--- src/rtl/flit_mux_if.sv ---
// ---------------------------------------------------------------------------
// flit_mux_if
// Bundle of the flit_mux data-path signals: two input flit ports, the one-hot
// port select, and the single output flit port.
//
// Flow control: valid-only. A flit is transferred in every cycle where its
// valid bit is 1. There is no ready signal, so the consumer of
// odata/ovalid/ovch must accept every flit presented with ovalid = 1.
//
// Signals
//   idata_0 / ivalid_0 / ivch_0  flit, valid, VC id from input port 0
//   idata_1 / ivalid_1 / ivch_1  flit, valid, VC id from input port 1
//   sel                          one-hot port select (only bits [1:0] decoded)
//   odata / ovalid / ovch        selected flit, valid, VC id
//
// Modports
//   master  traffic source/sink side (drives inputs and sel, observes outputs)
//   slave   the multiplexer itself
// ---------------------------------------------------------------------------
interface flit_mux_if #(
  parameter int DATA_W = 67,
  parameter int VCH_W  = 1,
  parameter int SEL_W  = 5
);
  logic [DATA_W-1:0] idata_0;
  logic              ivalid_0;
  logic [VCH_W-1:0]  ivch_0;
  logic [DATA_W-1:0] idata_1;
  logic              ivalid_1;
  logic [VCH_W-1:0]  ivch_1;
  logic [SEL_W-1:0]  sel;
  logic [DATA_W-1:0] odata;
  logic              ovalid;
  logic [VCH_W-1:0]  ovch;

  modport master (
    output idata_0, ivalid_0, ivch_0,
    output idata_1, ivalid_1, ivch_1,
    output sel,
    input  odata, ovalid, ovch
  );

  modport slave (
    input  idata_0, ivalid_0, ivch_0,
    input  idata_1, ivalid_1, ivch_1,
    input  sel,
    output odata, ovalid, ovch
  );
endinterface

--- src/rtl/flit_mux.sv ---
// ---------------------------------------------------------------------------
// flit_mux
// Two-input flit multiplexer for the router crossbar/output stage. The one-hot
// select picks port 0 or port 1 and the whole flit tuple (data, valid, VC id)
// of that port is forwarded unmodified. Optional output register.
//
// Ports
//   clk  rising-edge clock (unused when REG_OUT = 0)
//   rst  asynchronous active-high reset, clears the output register
//        (unused when REG_OUT = 0)
//   fm   flit_mux_if.slave: idata_*/ivalid_*/ivch_* in, sel in,
//        odata/ovalid/ovch out
//
// Parameters
//   DATA_W   flit width (top 3 bits carry the flit type, rest payload)
//   VCH_W    VC id width
//   SEL_W    select width; only sel[1:0] is decoded
//   REG_OUT  1 = registered outputs, 1-cycle latency; 0 = combinational
// ---------------------------------------------------------------------------
module flit_mux #(
  parameter int DATA_W  = 67,
  parameter int VCH_W   = 1,
  parameter int SEL_W   = 5,
  parameter bit REG_OUT = 1'b1
) (
  input  logic      clk,
  input  logic      rst,
  flit_mux_if.slave fm
);

  logic [DATA_W-1:0] mux_data;
  logic              mux_valid;
  logic [VCH_W-1:0]  mux_vch;

  // Whole-tuple select: each arm takes all three fields from one port so
  // fields of different ports can never be mixed. None-hot and multi-hot
  // selects forward an all-zero, invalid flit rather than X.
  always_comb begin
    mux_data  = '0;
    mux_valid = 1'b0;
    mux_vch   = '0;
    case (fm.sel[1:0])
      2'b01: begin
        mux_data  = fm.idata_0;
        mux_valid = fm.ivalid_0;
        mux_vch   = fm.ivch_0;
      end
      2'b10: begin
        mux_data  = fm.idata_1;
        mux_valid = fm.ivalid_1;
        mux_vch   = fm.ivch_1;
      end
      default: begin
        mux_data  = '0;
        mux_valid = 1'b0;
        mux_vch   = '0;
      end
    endcase
  end

  generate
    if (REG_OUT) begin : g_reg_out
      // Capture every cycle; a select change simply takes effect at the next
      // edge, there is no locking on packet boundaries.
      always_ff @(posedge clk or posedge rst) begin
        if (rst) begin
          fm.odata  <= '0;
          fm.ovalid <= 1'b0;
          fm.ovch   <= '0;
        end else begin
          fm.odata  <= mux_data;
          fm.ovalid <= mux_valid;
          fm.ovch   <= mux_vch;
        end
      end
    end else begin : g_comb_out
      assign fm.odata  = mux_data;
      assign fm.ovalid = mux_valid;
      assign fm.ovch   = mux_vch;

      // Combinational build has no state, so clock and reset are sunk here.
      logic unused_clk_rst;
      assign unused_clk_rst = clk ^ rst;
    end

    if (SEL_W > 2) begin : g_sel_hi
      // Select bits for the other router ports are deliberately ignored.
      logic unused_sel_hi;
      assign unused_sel_hi = ^fm.sel[SEL_W-1:2];
    end
  endgenerate

endmodule

--- src/flat_wrapper.sv ---
// flat-port wrapper written by rule: the top's interface ports become plain ports
module flit_mux_flat 
#(
  parameter int DATA_W  = 67,
  parameter int VCH_W   = 1,
  parameter int SEL_W   = 5,
  parameter bit REG_OUT = 1'b1
)
  (clk, rst, fm_idata_0, fm_ivalid_0, fm_ivch_0, fm_idata_1, fm_ivalid_1, fm_ivch_1, fm_sel, fm_odata, fm_ovalid, fm_ovch);
  flit_mux_if #(.DATA_W(DATA_W), .VCH_W(VCH_W), .SEL_W(SEL_W)) fm_i ();
  input  logic clk;
  input  logic rst;
  input wire logic [$bits(fm_i.idata_0)-1:0] fm_idata_0;
  input wire logic [$bits(fm_i.ivalid_0)-1:0] fm_ivalid_0;
  input wire logic [$bits(fm_i.ivch_0)-1:0] fm_ivch_0;
  input wire logic [$bits(fm_i.idata_1)-1:0] fm_idata_1;
  input wire logic [$bits(fm_i.ivalid_1)-1:0] fm_ivalid_1;
  input wire logic [$bits(fm_i.ivch_1)-1:0] fm_ivch_1;
  input wire logic [$bits(fm_i.sel)-1:0] fm_sel;
  output wire logic [$bits(fm_i.odata)-1:0] fm_odata;
  output wire logic [$bits(fm_i.ovalid)-1:0] fm_ovalid;
  output wire logic [$bits(fm_i.ovch)-1:0] fm_ovch;
  assign fm_i.idata_0 = fm_idata_0;
  assign fm_i.ivalid_0 = fm_ivalid_0;
  assign fm_i.ivch_0 = fm_ivch_0;
  assign fm_i.idata_1 = fm_idata_1;
  assign fm_i.ivalid_1 = fm_ivalid_1;
  assign fm_i.ivch_1 = fm_ivch_1;
  assign fm_i.sel = fm_sel;
  assign fm_odata = fm_i.odata;
  assign fm_ovalid = fm_i.ovalid;
  assign fm_ovch = fm_i.ovch;
  flit_mux #(.DATA_W(DATA_W), .VCH_W(VCH_W), .SEL_W(SEL_W), .REG_OUT(REG_OUT)) u_core (.clk(clk), .rst(rst), .fm(fm_i));
endmodule
--- config.mk ---
export PLATFORM = sky130hd
export DESIGN_NAME = flit_mux_flat
export DESIGN_NICKNAME = d
export VERILOG_FILES = /design/src/rtl/flit_mux_if.sv /design/src/rtl/flit_mux.sv /design/src/flat_wrapper.sv
export SDC_FILE = /design/constraint.sdc
export NUM_CORES = 1
export LEC_CHECK = 0
export CAP_MARGIN = 20
export CORE_AREA = 4 4 100 102
export CTS_BUF_LIST = sky130_fd_sc_hd__clkbuf_2 sky130_fd_sc_hd__clkbuf_4 sky130_fd_sc_hd__clkbuf_8
export DETAILED_ROUTE_END_ITERATION = 10
export DIE_AREA = 0 0 104 106
export PLACE_DENSITY = 0.82
export SETUP_SLACK_MARGIN = 0.5
export SYNTH_ARGS = -nofsm -noshare
export SYNTH_HDL_FRONTEND = slang
export SYNTH_SLANG_ARGS = --single-unit
export TNS_END_PERCENT = 5
--- constraint.sdc ---
create_clock -name clk -period 1.8 [get_ports clk]
set_input_delay 0.18 -clock clk [delete_from_list [all_inputs] [get_ports clk]]
set_output_delay 0.18 -clock clk [all_outputs]
set_load 0.02 [all_outputs]
==> metrics.cfg <==
[flow_run]
drv_cap=0

[floorplan]
die-area_um2=11000
core_um2=9110
fp.dieH_um=106
die_x_um=104
ios=214
rows=35
initial_utilization=0.302

[pwr]
ir_drop_v=0.000465
p_per_area_nw_per_um2=765
switching_power_mw=0.981
combinationalPowerShare=0.231
internal_power_mw=2.97
switching_share=0.248
clock_power_share=0.350
power_mw=3.95
seqPwrFrac=0.420
power_leakage_nw=2.23

[clock_tree]
h-tree-depth=3
clockBufferDepth=2
clk_pin_slew_worst_paths_ps=80
postCtsHoldBufs=0
postCtsSetupRepairBufs=0
cts_tree=done
clock_sinks=69
numCtsBuffers=9
root_buffer=clkbuf_8

[routing]
route.vias.total=2615
wl_per_cell_um=15.8
routed_wl_um=8750
vias_per_cell=4.71
drtIter0Drc=58
dr.pass1.iters=4
drcViolationCount=0
ant_nets=0

[timing]
fmax_ghz=0.685
slew_headroom=0.696
setup_viol=0
rsz0062_at_grt=true
tns_ps=0
worstMarginPinSlew_ps=456
period_minus_slack_ps=1460
hold_viol=0
fin_crit_sh=0.812
slew_violations=0
fin_ws_ps=339

[final_layout]
diodes=0
area_growth_pct=88.2
final_nets=586
drive_above_1_share=0.0811
nFillCells=792

[yosys]
ys_ff_latch=69
synth_top_area_frac=0.629
yosys-top-cells-area=dfrtp_1 63%, a22oi_1 16%, nor2_1 9.4%
ys_async_sr_fraction=1.00
synthCells=236
synth_area_per_cell_um2=11.6
synthesis.nets=383
synth_edf_count=0
netlist_area_um2=2750
ys_warn_count=0
ys.flop_type=dfrtp_1
ys_seq_area_frac=0.629
synthTopCellsByCount=69 x dfrtp_1, 69 x nor2_1, 58 x a22oi_1, 13 x buf_2, 11 x a22oi_2
synth_top_area_cell=dfrtp_1
yosysUniqueCellTypes=9

[global_routing]
antenna_found_initial=0
gr-total-overflow=0
grt_pass1_vias=2734
grt_max_degree=70
grt_pass1_wl_um=13400
grt_usage=0.153

[worst_setup_path]
endpoint_kind=output pin
cp.required_ps=1620
critPathMaxStageDelay_ps=620
crit_arrival_ps=1280
start_kind=register
crit_chain=clkdlybuf4s50_1
cp_top_family=buffers and inverters
path_class=register to output pin
crit_slowest_cell=clkdlybuf4s50_1
critPathMaxFanout=1
path_buf_inv=1

[placement]
hpwl_um=6640
io_buffers=210
place.gp.congestion=0.735
dp_slack_ps=243

[run_status]
status=finished clean

[hold_path]
hold_path_class=input port to async pin

==> per-layer routing <==
layer	routed length, µm	vias to the layer above	GRT usage
met5	0	-	0
met4	42	0	0.0313
met3	941	4	0.0735
met2	4650	124	0.293
met1	3110	1258	0.150
li1	-	1229	-
==> cells by family (layout without fill, tap and decap cells) <==
family                   count (synthesis)  in the layout  synth area share
AND/OR/NAND/NOR                         69             69            0.0943
flip-flops                              69             69             0.629
adder cells (fa/ha/maj)                  2              2           0.00911
buffers and inverters                   27            235            0.0592
AO/OA/AOI/OAI                           69             69             0.209
==> repair_timing <==
item | CTS | global route
resized for setup | 3 | 3
hold endpoints to repair | 0 | 0
setup endpoints to repair | 69 | 66
==> placed cells by master, fill, tap and decap left out <==
cell             netlist  layout
inv_1                  3       2
clkinv_4               0       1
clkinvlp_4             0       2
buf_4                  0       2
clkbuf_8               0      10
buf_12                 0       4
a22oi_2               11      11
dlygate4sd2_1          0       3
nor2_1                69      69
ha_2                   0       2
bufinv_16              0       2
dlymetal6s2s_1         0       3
clkdlybuf4s50_1        0     204
dfrtp_1               69      69
clkinv_2               0       2
a22oi_1               58      58
==> power groups by stage <==
stage / combinational, mW / sequential [mW] / clock, mW
after CTS: 0.924 / 1.66 / 1.43
final: 0.911 / 1.66 / 1.38
after global placement: 0.904 / 1.69 / 0
after floorplan: 0.237 / 1.81 / 0
after global routing: 0.972 / 1.67 / 1.50
after detailed placement: 0.924 / 1.69 / 0
==> flip-flops by register name, indices dropped and copies added (netlist names) <==
name	count
u_core.fm.odata	67
u_core.fm.ovch	1
u_core.fm.ovalid	1
==> worst max-delay path by stage <==
stage / depth (start not counted) / slack [ps] / from / endpoint
3_3_place_gp: 6 / 260 / fm_sel[0] / u_core.fm.odata[3]
5_1_grt: 1 / 280 / u_core.fm.odata[19] / fm_odata[19]
3_5_place_dp: 6 / 240 / fm_sel[0] / u_core.fm.ovch
2_1_floorplan: 6 / 680 / fm_sel[0] / u_core.fm.odata[52]
4_1_cts: 1 / 310 / u_core.fm.odata[16] / fm_odata[16]
6_report: 1 / 340 / u_core.fm.odata[2] / fm_odata[2]
==> area by class of cell <==
class,count,area (µm²),share of cell area
multi-input cells,140,862,0.167
well taps,111,139,0.0269
clock buffers,10,138,0.0266
flip-flops and latches,69,1730,0.334
clock inverters,6,86.3,0.0167
inverters,3,15.0,0.00291
repair buffers,216,2200,0.426
==> tightest hold or removal path, stage by stage <==
cell and delay (ps):
clkdlybuf4s50_1 440, clkinvlp_4 90, buf_4 360
==> per-stage QoR <==
step	cells	utilization	cell area (µm²)	hold WS (ps)
3_5_place_dp	539	0.542	4940	683
2_1_floorplan	236	-	2750	319
5_1_grt	555	0.567	5170	366
3_3_place_gp	539	0.542	4940	665
6_report	555	0.567	5170	324
4_1_cts	555	0.566	5160	318
Note: power is estimated with default switching activity, not from simulation.
==> RTL edit (same settings) <==
`DATA_W` is set to 67 in 3 places; all go to 75.
--- a/src/rtl/flit_mux_if.sv
+++ b/src/rtl/flit_mux_if.sv
@@ -20,3 +20,3 @@
 interface flit_mux_if #(
-  parameter int DATA_W = 67,
+  parameter int DATA_W = 75,
   parameter int VCH_W  = 1,
--- a/src/rtl/flit_mux.sv
+++ b/src/rtl/flit_mux.sv
@@ -20,3 +20,3 @@
 module flit_mux #(
-  parameter int DATA_W  = 67,
+  parameter int DATA_W  = 75,
   parameter int VCH_W   = 1,
--- a/src/flat_wrapper.sv
+++ b/src/flat_wrapper.sv
@@ -3,3 +3,3 @@
 #(
-  parameter int DATA_W  = 67,
+  parameter int DATA_W  = 75,
   parameter int VCH_W   = 1,
Ports: changed (resized fm_idata_0, fm_idata_1 and fm_odata); port bits go from 214 to 238. No check against the original RTL was run, so the function may have changed too.
==> RTL edit against the original RTL <==
- power up 10%
- worst setup slack worse by 0.011 ns
- sequential cell count is 8 higher
- first-iteration DRC count increased by 78%
- wire length rose by 20%
- area after synthesis up 16%
- design area grew 14%
==> RTL edit: results (changes against the original RTL) <==
Outcome
  • Outcome: finished, final reports clean

Synth
  • Dominant synthesized flop cell: dfrtp_1
  • Synth top area cells: dfrtp_1 (61%), a22oi_2 (12%), a22oi_1 (11%)
  • Mapped Nets: 426 (+11%)
  • Post-Syn Area per Cell: 12.1 sq um (+4.0%)
  • Seq/Total Area, Yosys: 0.605 (-0.0234)
  • Commonest cells post-synth: dfrtp_1 (77), nor2_1 (77), a22oi_1 (46)
  • Count of cell types in the netlist: 10 (+1)

Final layout
  • Non-clock buffer count: 243 (+13%)
  • Largest regs: u_core.fm.odata (75), u_core.fm.ovalid (1), u_core.fm.ovch (1)
  • Post-Layout Cell Count: 605 (+9.0%)
  • Sequential share of cell area: 0.328 (-0.00571)
  • Fraction of area in multi-input gates: 0.183 (+0.0159)
  • Layout cells sized above 1: 0.117 (+0.0363)
  • Layout filler cell count: 734 (-7.3%)
  • Fin nets: 653 (+11%)
  • Clock network area share: 0.0371 (-0.00623)
  • Multi-input gates: 156 (+11%)
  • Seq Cell Count: 77 (+12%)
  • Non-clock buffering overhead: 0.425 (-0.000445)
  • Clock buf count: 11 (+1)

Clock tree
  • Postcts setup bufs: 0 (unchanged)

Placement
  • Pre-CTS setup slack: 0.136 ns (-0.107 ns)
  • PortBufs: 234 (+11%)
  • Gpl congestion: 0.747 (+1.6%)
  • HPWL after detailed placement: 8060 um (+22%)

Global route
  • First-pass GRT wire length: 16,400 um (+22%)
  • Pin count of the biggest net entering global routing: 41 (-41%)
  • Vias in the first global route: 3,188 (+17%)
  • Total GRT Usage: 0.188 (+0.0343)

Detailed routing
  • Detailed Route Iter0 Violations: 103 (+78%)
  • Via density: 4.84 (+2.8%)
  • Routed wire length: 10,500 um (+20%)

Setup path
  • Cell family with most CP delay: buffers and inverters

STA
  • Max transition margin: 0.664 (-0.0320)

Pwr
  • Worst vdd ir: 461 uV (-0.95%)
  • Static leakage: 2.54 nW (+14%)

Die
  • Die W: 104 um (unchanged)
RTL edit: path summary, 6_finish.rpt:
kind / startpoint / endpoint / slack [ns] / cells past startpoint
setup / recovery: u_core.fm.odata[31]$_DFF_PP0_ / fm_odata[31] / 0.33 / 1
min in group clk: fm_idata_0[66] / u_core.fm.odata[66]$_DFF_PP0_ / 0.45 / 3
hold / removal: rst / u_core.fm.odata[13]$_DFF_PP0_ / 0.33 / 3
max in group asynchronous: rst / u_core.fm.odata[52]$_DFF_PP0_ / 1.09 / 3
RTL edit: per-layer routing:
layer  vias up  share of wire  global-route usage
li1       1373              -                   -
met1      1378           0.37               0.200
met4         0          0.019              0.0674
met3        16           0.11              0.0765
met2       162           0.51               0.335
met5         -              0                   0
RTL edit: cell families (layout without fill, tap and decap cells):
| group | after synthesis | count (layout) | share of synthesized area |
|---|---|---|---|
| adder cells (fa/ha/maj) | 2 | 2 | 0.00786 |
| buffers and inverters | 30 | 261 | 0.0656 |
| AO/OA/AOI/OAI | 77 | 77 | 0.230 |
| AND/OR/NAND/NOR | 77 | 77 | 0.0908 |
| flip-flops | 77 | 77 | 0.605 |
RTL edit: per-stage QoR:
step	utilization	hold slack [ns]	instance area, sq um	total power [mW]
after detailed placement	0.619	0.713	5640	2.97
after floorplan	-	0.319	3190	2.31
after global placement	0.619	0.699	5640	2.95
after CTS	0.642	0.340	5850	4.41
after global routing	0.644	0.386	5870	4.55
final	0.644	0.335	5870	4.35
RTL edit: report_power, final:
group | total [mW] | internal [mW] | switching [mW]
combinational | 1.07 | 0.604 | 0.466
sequential | 1.85 | 1.83 | 0.0264
clock | 1.43 | 0.826 | 0.604
RTL edit: what timing repair did:
item                                    CTS  global route
endpoints found under the setup margin   78           137
resized for setup                         3             6
pin swaps                                 0             0
